===== src/rtl/ibuf_predecode.sv =====
// ibuf_predecode: multi-issue instruction buffer between fetch and decode.
//
// Fetch writes up to IN_W instructions per cycle into a circular buffer.
// Each word is predecoded on write into a branch/jump bit (br) and a
// delay-slot bit (ds). Decode sees up to OUT_W of the oldest entries in
// program order. A branch is never presented unless its delay slot is
// presented in the same group.
//
// Ports:
//   clk, rst            clock, asynchronous active-high reset
//   flush               drop all entries (takes priority over writes and takes)
//   in_valid/inst/pc    fetch group, lane 0 oldest, valid bits contiguous from lane 0
//   in_ready            a full IN_W group fits, judged from the registered count
//   out_valid/inst/pc   oldest entries, lane 0 oldest, zero on invalid lanes
//   out_branch, out_ds  predecode bits of the presented entries
//   out_take            number of lanes consumed this cycle, counted from lane 0
//   count               current occupancy
module ibuf_predecode #(
    parameter int DEPTH = 8,
    parameter int IN_W  = 2,
    parameter int OUT_W = 2
) (
    input  logic                         clk,
    input  logic                         rst,
    input  logic                         flush,
    input  logic [IN_W-1:0]              in_valid,
    input  logic [32*IN_W-1:0]           in_inst,
    input  logic [32*IN_W-1:0]           in_pc,
    output logic                         in_ready,
    output logic [OUT_W-1:0]             out_valid,
    output logic [32*OUT_W-1:0]          out_inst,
    output logic [32*OUT_W-1:0]          out_pc,
    output logic [OUT_W-1:0]             out_branch,
    output logic [OUT_W-1:0]             out_ds,
    input  logic [$clog2(OUT_W+1)-1:0]   out_take,
    output logic [$clog2(DEPTH+1)-1:0]   count
);
    localparam int PW = $clog2(DEPTH);
    localparam int CW = $clog2(DEPTH+1);
    localparam int TW = $clog2(OUT_W+1);
    localparam int NW = $clog2(IN_W+1);

    logic [31:0]      r_inst [DEPTH];
    logic [31:0]      r_pc   [DEPTH];
    logic [DEPTH-1:0] r_br;
    logic [DEPTH-1:0] r_ds;
    logic [PW-1:0]    r_wr_ptr;
    logic [PW-1:0]    r_rd_ptr;
    logic [CW-1:0]    r_count;
    logic             r_last_br;

    logic [IN_W-1:0]  w_in_br;
    logic [IN_W-1:0]  w_in_ds;
    logic [NW-1:0]    w_nin;
    logic             w_wr_en;
    logic             w_last_br_nxt;
    logic [TW-1:0]    w_nvld;
    logic [TW-1:0]    w_ntake;
    logic [PW-1:0]    w_idx [OUT_W];
    logic [OUT_W-1:0] w_lane_ok;

    assign count    = r_count;
    assign in_ready = (CW'(DEPTH) - r_count) >= CW'(IN_W);
    assign w_wr_en  = in_ready && (|in_valid) && !flush;

    // Predecode. A lane's delay-slot bit comes from the lane before it, or
    // from the last entry of the previous accepted group for lane 0.
    for (genvar k = 0; k < IN_W; k++) begin : g_pd
        logic [5:0] w_op;
        logic [4:0] w_rt;
        logic [5:0] w_fn;
        assign w_op = in_inst[32*k+26 +: 6];
        assign w_rt = in_inst[32*k+16 +: 5];
        assign w_fn = in_inst[32*k    +: 6];
        assign w_in_br[k] = (w_op >= 6'd2 && w_op <= 6'd7) ||
                            (w_op == 6'd1 && (w_rt == 5'd0  || w_rt == 5'd1 ||
                                              w_rt == 5'd16 || w_rt == 5'd17)) ||
                            (w_op == 6'd0 && (w_fn == 6'd8 || w_fn == 6'd9));
        if (k == 0) begin : g_first
            assign w_in_ds[k] = r_last_br;
        end else begin : g_rest
            assign w_in_ds[k] = w_in_br[k-1];
        end
    end

    // Output lanes. A branch needs its delay slot resident and inside the
    // issue window; the first lane that fails hides itself and every later lane.
    for (genvar i = 0; i < OUT_W; i++) begin : g_out
        localparam bit BR_LANE = (OUT_W < 2) || (i < OUT_W-1);
        assign w_idx[i]     = r_rd_ptr + PW'(i);
        assign w_lane_ok[i] = (CW'(i) < r_count) &&
                              (!r_br[w_idx[i]] || (BR_LANE && (CW'(i+1) < r_count)));
        assign out_valid[i]          = &w_lane_ok[i:0];
        assign out_inst[32*i +: 32]  = out_valid[i] ? r_inst[w_idx[i]] : 32'd0;
        assign out_pc[32*i +: 32]    = out_valid[i] ? r_pc[w_idx[i]]   : 32'd0;
        assign out_branch[i]         = out_valid[i] & r_br[w_idx[i]];
        assign out_ds[i]             = out_valid[i] & r_ds[w_idx[i]];
    end

    always_comb begin
        w_nin         = '0;
        w_last_br_nxt = r_last_br;
        for (int k = 0; k < IN_W; k++) begin
            w_nin = w_nin + NW'(in_valid[k]);
            if (in_valid[k]) w_last_br_nxt = w_in_br[k];
        end
        w_nvld = '0;
        for (int i = 0; i < OUT_W; i++) w_nvld = w_nvld + TW'(out_valid[i]);
        // Over-take is a consumer error; clamp so the state stays consistent.
        w_ntake = (out_take < w_nvld) ? out_take : w_nvld;
    end

    always_ff @(posedge clk or posedge rst) begin
        if (rst) begin
            for (int e = 0; e < DEPTH; e++) begin
                r_inst[e] <= '0;
                r_pc[e]   <= '0;
            end
            r_br      <= '0;
            r_ds      <= '0;
            r_wr_ptr  <= '0;
            r_rd_ptr  <= '0;
            r_count   <= '0;
            r_last_br <= 1'b0;
        end else if (flush) begin
            // Storage is left stale; count=0 masks it.
            r_wr_ptr  <= '0;
            r_rd_ptr  <= '0;
            r_count   <= '0;
            r_last_br <= 1'b0;
        end else begin
            if (w_wr_en) begin
                for (int k = 0; k < IN_W; k++) begin
                    if (in_valid[k]) begin
                        r_inst[r_wr_ptr + PW'(k)] <= in_inst[32*k +: 32];
                        r_pc[r_wr_ptr + PW'(k)]   <= in_pc[32*k +: 32];
                        r_br[r_wr_ptr + PW'(k)]   <= w_in_br[k];
                        r_ds[r_wr_ptr + PW'(k)]   <= w_in_ds[k];
                    end
                end
                r_wr_ptr  <= r_wr_ptr + PW'(w_nin);
                r_last_br <= w_last_br_nxt;
            end
            r_rd_ptr <= r_rd_ptr + PW'(w_ntake);
            r_count  <= r_count + (w_wr_en ? CW'(w_nin) : CW'(0)) - CW'(w_ntake);
        end
    end
endmodule


===== config.mk =====
export PLATFORM = sky130hd
export DESIGN_NAME = ibuf_predecode
export DESIGN_NICKNAME = d
export VERILOG_FILES = /design/src/rtl/ibuf_predecode.sv
export SDC_FILE = /design/constraint.sdc
export NUM_CORES = 2
export LEC_CHECK = 0
export BUFFER_PORTS_ARGS = -buffer_cell sky130_fd_sc_hd__buf_4
export CAP_MARGIN = 40
export CORE_UTILIZATION = 55
export DETAILED_ROUTE_END_ITERATION = 10
export HOLD_SLACK_MARGIN = 0.05
export PLACE_DENSITY_LB_ADDON = 0.05
export REMOVE_ABC_BUFFERS = 1
export SYNTH_ARGS = -nofsm -noshare
export SYNTH_HDL_FRONTEND = slang
export SYNTH_SLANG_ARGS = --single-unit

===== constraint.sdc =====
create_clock -name clk -period 17.4 [get_ports clk]
set_input_delay 1.74 -clock clk [delete_from_list [all_inputs] [get_ports clk]]
set_output_delay 1.74 -clock clk [all_outputs]
set_load 0.02 [all_outputs]

### Yosys cells after proc, flatten, opt, wreduce, memory -nomap -nowiden

Index checks and enable logic that the tools add are counted.
Widths: inputs -> output; s select.

| cells by class | value |
|---|---|
| add/subtract/negate cells | 9 |
| $lt $le $gt $ge | 20 |
| equal/unequal tests | 12 |
| muxes and demuxes | 66 |
| bitwise operators | 9 |
| reduce and logical (&&, ||, !) cells | 40 |

Operators with widths:

| kind | count |
|---|---|
| $mux 256 | 8 |
| $bwmux 256 | 4 |
| $mux 32 | 14 |
| $bmux 32 s3 | 4 |
| $demux 32 s3 | 2 |
| $mux 8 | 8 |
| $bwmux 8 | 4 |
| $eq 6x4->1 const B | 4 |
| $eq 5x5->1 const B | 4 |
| $ge 4x4->1 const B | 4 |
| $lt 3x4->1 const B | 4 |
| $not 3->4 | 4 |
| $logic_and 1x1->1 | 14 |
| $logic_or 1x1->1 | 13 |
| $bmux 1 s3 | 4 |
| $eq 6x1->1 const B | 2 |
| $ge 6x2->1 const B | 2 |
| $le 6x3->1 const B | 2 |
| $logic_not 6->1 | 2 |
| $eq 5x1->1 const B | 2 |
| $logic_not 5->1 | 2 |
| $mux 1 | 10 |
| $mux 3 | 3 |
| $lt 1x4->1 const A | 2 |
| other kinds (20) | 34 |

| storage, ports and cells | value |
|---|---|
| flip-flop bits (word level) | 539 |
| bits of input ports | 135 |
| output and inout bits | 139 |
| word-level logic and storage cells | 178 |

### Logic depth before layout (Yosys ltp)

| depth | value |
|---|---|
| word-level depth | 13 |
| gate-level depth with buffers | 17 |
| depth with buffers taken out | 15 |

### Worst setup path after synthesis

Ideal clock, no wire load.

| timing | value |
|---|---|
| path kind | in2reg |
| start | input in_valid[0] |
| end | register r_count[2] (netlist: count[2]) |
| library setup time | 0.132 ns |
| arrival time | 4.193 ns |
| required time | 17.268 ns |
| setup slack | 13.075 ns |
| cell stages on the path | 15 |
| path buffers | 4 |
| cells stage by stage | clkbuf_1 inv_1 ha_1 nor2_1 and2_1 buf_2 buf_2 buf_2 nand2_1 ha_1 inv_1 ha_1 fa_1 xnor2_1 nor2_1 |

| between the ends | value |
|---|---|
| longest elaborated chain between the ends | 7 |
| elaborated cells on any way between the ends | 8 |
| those cells by class | add/sub (3); mux (2); reduce/logical (3) |

Ends and longest elaborated chain:

| element | line | source |
|---|---|---|
| start: declaration | 26 | `input logic [IN_W-1:0] in_valid,` |
| $reduce_or 2->1 | 64 | `assign w_wr_en = in_ready && (\|in_valid) && !flush;` |
| $logic_and 1x1->1 (2 in a row) | 64 |  |
| $mux 2 (*) | 145 | `r_count <= r_count + (w_wr_en ? CW'(w_nin) : CW'(0)) - CW'(w_ntake);` |
| $add 4x2->4 (*) | 145 |  |
| $sub 4x2->4 (*) | 145 |  |
| $mux 4 (*) | 125 | `end else if (flush) begin` |
| end signal: assignment | 145 |  |
| end: declaration | 49 | `logic [CW-1:0] r_count;` |

Mark *: on every way between the ends. The rest lies on a longest branch, timed or not.
A chain may end at the register's enable or synchronous reset.

### Final worst setup path

| timing | value |
|---|---|
| start | register r_rd_ptr[1] |
| end | output out_inst[61] |

| between the ends | value |
|---|---|
| longest elaborated chain between the ends | 7 |
| elaborated cells on any way between the ends | 16 |
| those cells by class | add/sub (1); mux (8); bitwise (1); reduce/logical (6) |

Ends and longest elaborated chain:

| element | line | source |
|---|---|---|
| start: declaration | 48 | `logic [PW-1:0] r_rd_ptr;` |
| start signal: assignment | 144 | `r_rd_ptr <= r_rd_ptr + PW'(w_ntake);` |
| $add 3x1->3 / $bmux 1 s3 (equally long branches) | 90, 92 |  |
| $bmux 1 s3 / $mux 1 (equally long branches) | 92 | `(!r_br[w_idx[i]] \|\| (BR_LANE && (CW'(i+1) < r_count)));` |
| $mux 1 (not written as such) / $logic_not 1->1 (equally long branches) | 92 |  |
| $logic_not 1->1 / $logic_or 1x1->1 (equally long branches) | 92 |  |
| $logic_and 1x1->1 | 91 | `assign w_lane_ok[i] = (CW'(i) < r_count) &&` |
| $reduce_and 2->1 | 93 | `assign out_valid[i] = &w_lane_ok[i:0];` |
| $mux 32 (*) | 94 | `assign out_inst[32*i +: 32] = out_valid[i] ? r_inst[w_idx[i]] : 32'd0;` |
| end: declaration | 31 | `output logic [32*OUT_W-1:0] out_inst,` |

Mark *: on every way between the ends. The rest lies on a longest branch, timed or not. The select of a mux whose other input is x is not followed.

==> impl_metrics.ini <==
[setup_path]
cp.arrival_ns = 4.79
path_common_cell = buf_4
path_buf_inv = 3
cp.depth = 8
timing.rr.end = count[2]
crit_fanout = 55
path_class = register to primary output
timing.rr.start = r_rd_ptr[1]
crit_path_end = out_inst[61]
startpoint = r_rd_ptr[1]
required_ns = 15.66
startpoint_type = register
path_cells = ha_4 -> buf_4 -> mux4_2 -> nand2_1 -> nand3_4 -> buf_4 -> a21oi_1 -> buf_4
r2r_slack_ns = 12.23
critPathSlowestCell = dfrtp_4
endpoint_kind = primary output
crit_family = buffers and inverters
reg2reg_depth = 15
critPathMaxStageDelay_ns = 1.01

[floorplanning]
fp.dieW_um = 244
io_pins = 274
core_area_mm2 = 0.0577
die_area_mm2 = 0.0593
start_util_pct = 55.6
row_count = 88
die_y_um = 244

[sta]
rsz0062_at_grt = no
setup_viol = 0
finalHoldViolCount = 0
fin_crit_sh_pct = 37.5
hold_ws_ns = 0.509
final.setup.worst_slack_ns = 10.87
tightest_slew_ns = 1.18
slew_viol_final = 0
relSlewSlack_pct = 21.3
fin_skew_ns = 0.0165
tns_ns = 0
period_needed_ns = 6.53
fmax_mhz = 153

[run_status]
status = completed

[place]
hpwl_um = 66300
portBuffers = 272
gp_congestion = 0.881
pre_cts_slack_ns = 11.51

[route]
vias = 28400
routed_wl_um = 121000
dr.first_iter.drc_count = 3700
drc = 0
vias_per_cell = 7.98
first_pass_iters = 5
drtAntennaViolNets = 0
wl_per_cell_um = 34.0

[worst_hold_path]
hold_class = register to register

[synth]
synth_async_sr_flop_share_pct = 100
syn_area_mm2 = 0.0321
synth.most_common_cell = dfrtp_1
synth-edff-count = 0
synth_top_area_share_pct = 42.0
ys_top_cells_by_area = dfrtp_1, mux4_2, a2bb2oi_1
synth-seq-cells = 539
post-synth-top-area-cell = dfrtp_1
ys_types = 47
synth-main-ff-cell = dfrtp_1
syn_avg_cell_area_um2 = 11.5
synth-seq-area-share_pct = 42.0
syn_inst = 2790
yosysWarnings = 0
synth_commonest_cells = dfrtp_1, o22ai_1, a2bb2oi_1

[global_route]
grt_max_degree = 217
grt_usage_pct = 40.6
overflow = 0
grt_pass1_vias = 28700
antenna_found_initial = 10
grt_pass1_wl_um = 183000

[clock_network]
cts_buffers = 59
cts_root_buffer = clkbuf_16
clock_path_buffers = 3
hold_buffers = 0
clk_latency_ns = 0.65
cts_sinks = 539
ctsResizeCount = 0
cts_tree = done
cts_max_level = 2
cts.clk_slew.worst_paths_ns = 0.06
post_cts_buffers = 0

[finish]
fin_util_pct = 63.1
nFillCells = 4528
final_net_count = 2899
drive_gt1_share_pct = 27.0
syn_to_final_growth_pct = 13.5

[pwr]
leakage_nw = 14.5
power_density_mw_per_mm2 = 215
peakVddDrop_v = 0.000136

[job]
cap_violations = 0
-- kinds of logic after synthesis --
family	share of synthesized area (%)
compound gates	26.6
xor+xnor	0.218
fa+ha+maj	0.835
buf+inv	6.00
flops	42.0
mux	20.7
other cells	0.0117
simple gates	3.56
-- cells in the final DEF (no fill, tap or decap), types with 5 or more instances in the layout --
| cell | synthesis | layout |
|---|---|---|
| inv_1 | 13 | 12 |
| buf_4 | 2 | 328 |
| mux4_2 | 263 | 263 |
| o22ai_1 | 462 | 462 |
| nand2_1 | 151 | 149 |
| dfrtp_1 | 539 | 536 |
| or3_2 | 0 | 5 |
| nand3_4 | 0 | 7 |
| clkbuf_16 | 0 | 61 |
| clkinv_2 | 0 | 16 |
| nor2b_1 | 10 | 10 |
| a22oi_1 | 67 | 67 |
| o2bb2ai_1 | 67 | 67 |
| nor2_1 | 79 | 78 |
| mux2i_1 | 71 | 71 |
| a21oi_1 | 69 | 67 |
| ha_1 | 15 | 14 |
| diode_2 | 0 | 6 |
| a21oi_4 | 4 | 8 |
| clkbuf_1 | 162 | 10 |
| clkbuf_8 | 0 | 18 |
| a2bb2oi_1 | 445 | 445 |
| buf_12 | 0 | 8 |
| buf_16 | 0 | 12 |
| a22o_1 | 16 | 16 |
-- stage by stage --
stage,area (um^2),cells,total power [mW]
6_report,36400,3564,7.83
5_1_grt,36400,3564,8.13
4_1_cts,36400,3558,7.75
3_5_place_dp,34400,3449,6.42
2_1_floorplan,30200,2335,5.16
3_3_place_gp,33900,3428,6.26
-- power breakdown --
| part | switching, mW | total (mW) | internal, mW |
|---|---|---|---|
| Combinational | 2.18 | 4.12 | 1.95 |
| Sequential | 0.543 | 2.39 | 1.84 |
| Clock | 0.548 | 1.32 | 0.772 |
| Total | 3.27 | 7.83 | 4.56 |
-- worst reg2reg max path: stages (launching register included) --
cell and delay (ns):
dfrtp_4 1.01, ha_4 0.67, buf_4 0.65, mux4_2 0.42, nand2_1 0.13, nand3_4 0.23
ha_1 0.41, nor2_1 0.04, a31oi_1 0.13, a21oi_1 0.12, ha_1 0.29, inv_1 0.04
ha_1 0.21, fa_1 0.46, xnor2_1 0.18, nor2_1 0.05
-- layer usage --
metal	vias up	global-route usage, %	routed length [um]
li1	11100	-	-
met1	14500	55.2	45400
met3	467	10.6	14600
met2	2352	60.7	55200
met4	8	20.1	6010
met5	-	0	55
-- how the worst min path moves through the flow --
stage	start	slack (ns)	endpoint	cells past startpoint
after floorplan	r_pc[160]	0.47	r_pc[160]	1
after global placement	r_pc[172]	0.48	r_pc[172]	1
after detailed placement	r_pc[173]	0.49	r_pc[173]	1
after CTS	r_pc[173]	0.51	r_pc[173]	1
after global routing	r_pc[176]	0.53	r_pc[176]	1
final	r_pc[178]	0.51	r_pc[178]	1
-- registers in the layout, summed over array words and instances, names as in the netlist --
name,count
count,4
r_br,8
r_ds,8
r_inst,256
r_last_br,1
r_pc,256
r_rd_ptr,3
r_wr_ptr,3
-- layout make-up --
| type | count | area, um^2 | area share, % |
|---|---|---|---|
| sequential | 539 | 13500 | 37.1 |
| clock inverter | 20 | 200 | 0.550 |
| antenna | 6 | 15.0 | 0.0412 |
| tap | 765 | 957 | 2.63 |
| multi-input combinational | 1782 | 16900 | 46.4 |
| inverter | 14 | 60.1 | 0.165 |
| clock buffer | 89 | 1810 | 4.97 |
| timing repair buffer | 349 | 2970 | 8.15 |
Note: power is estimated with default switching activity, not from simulation.
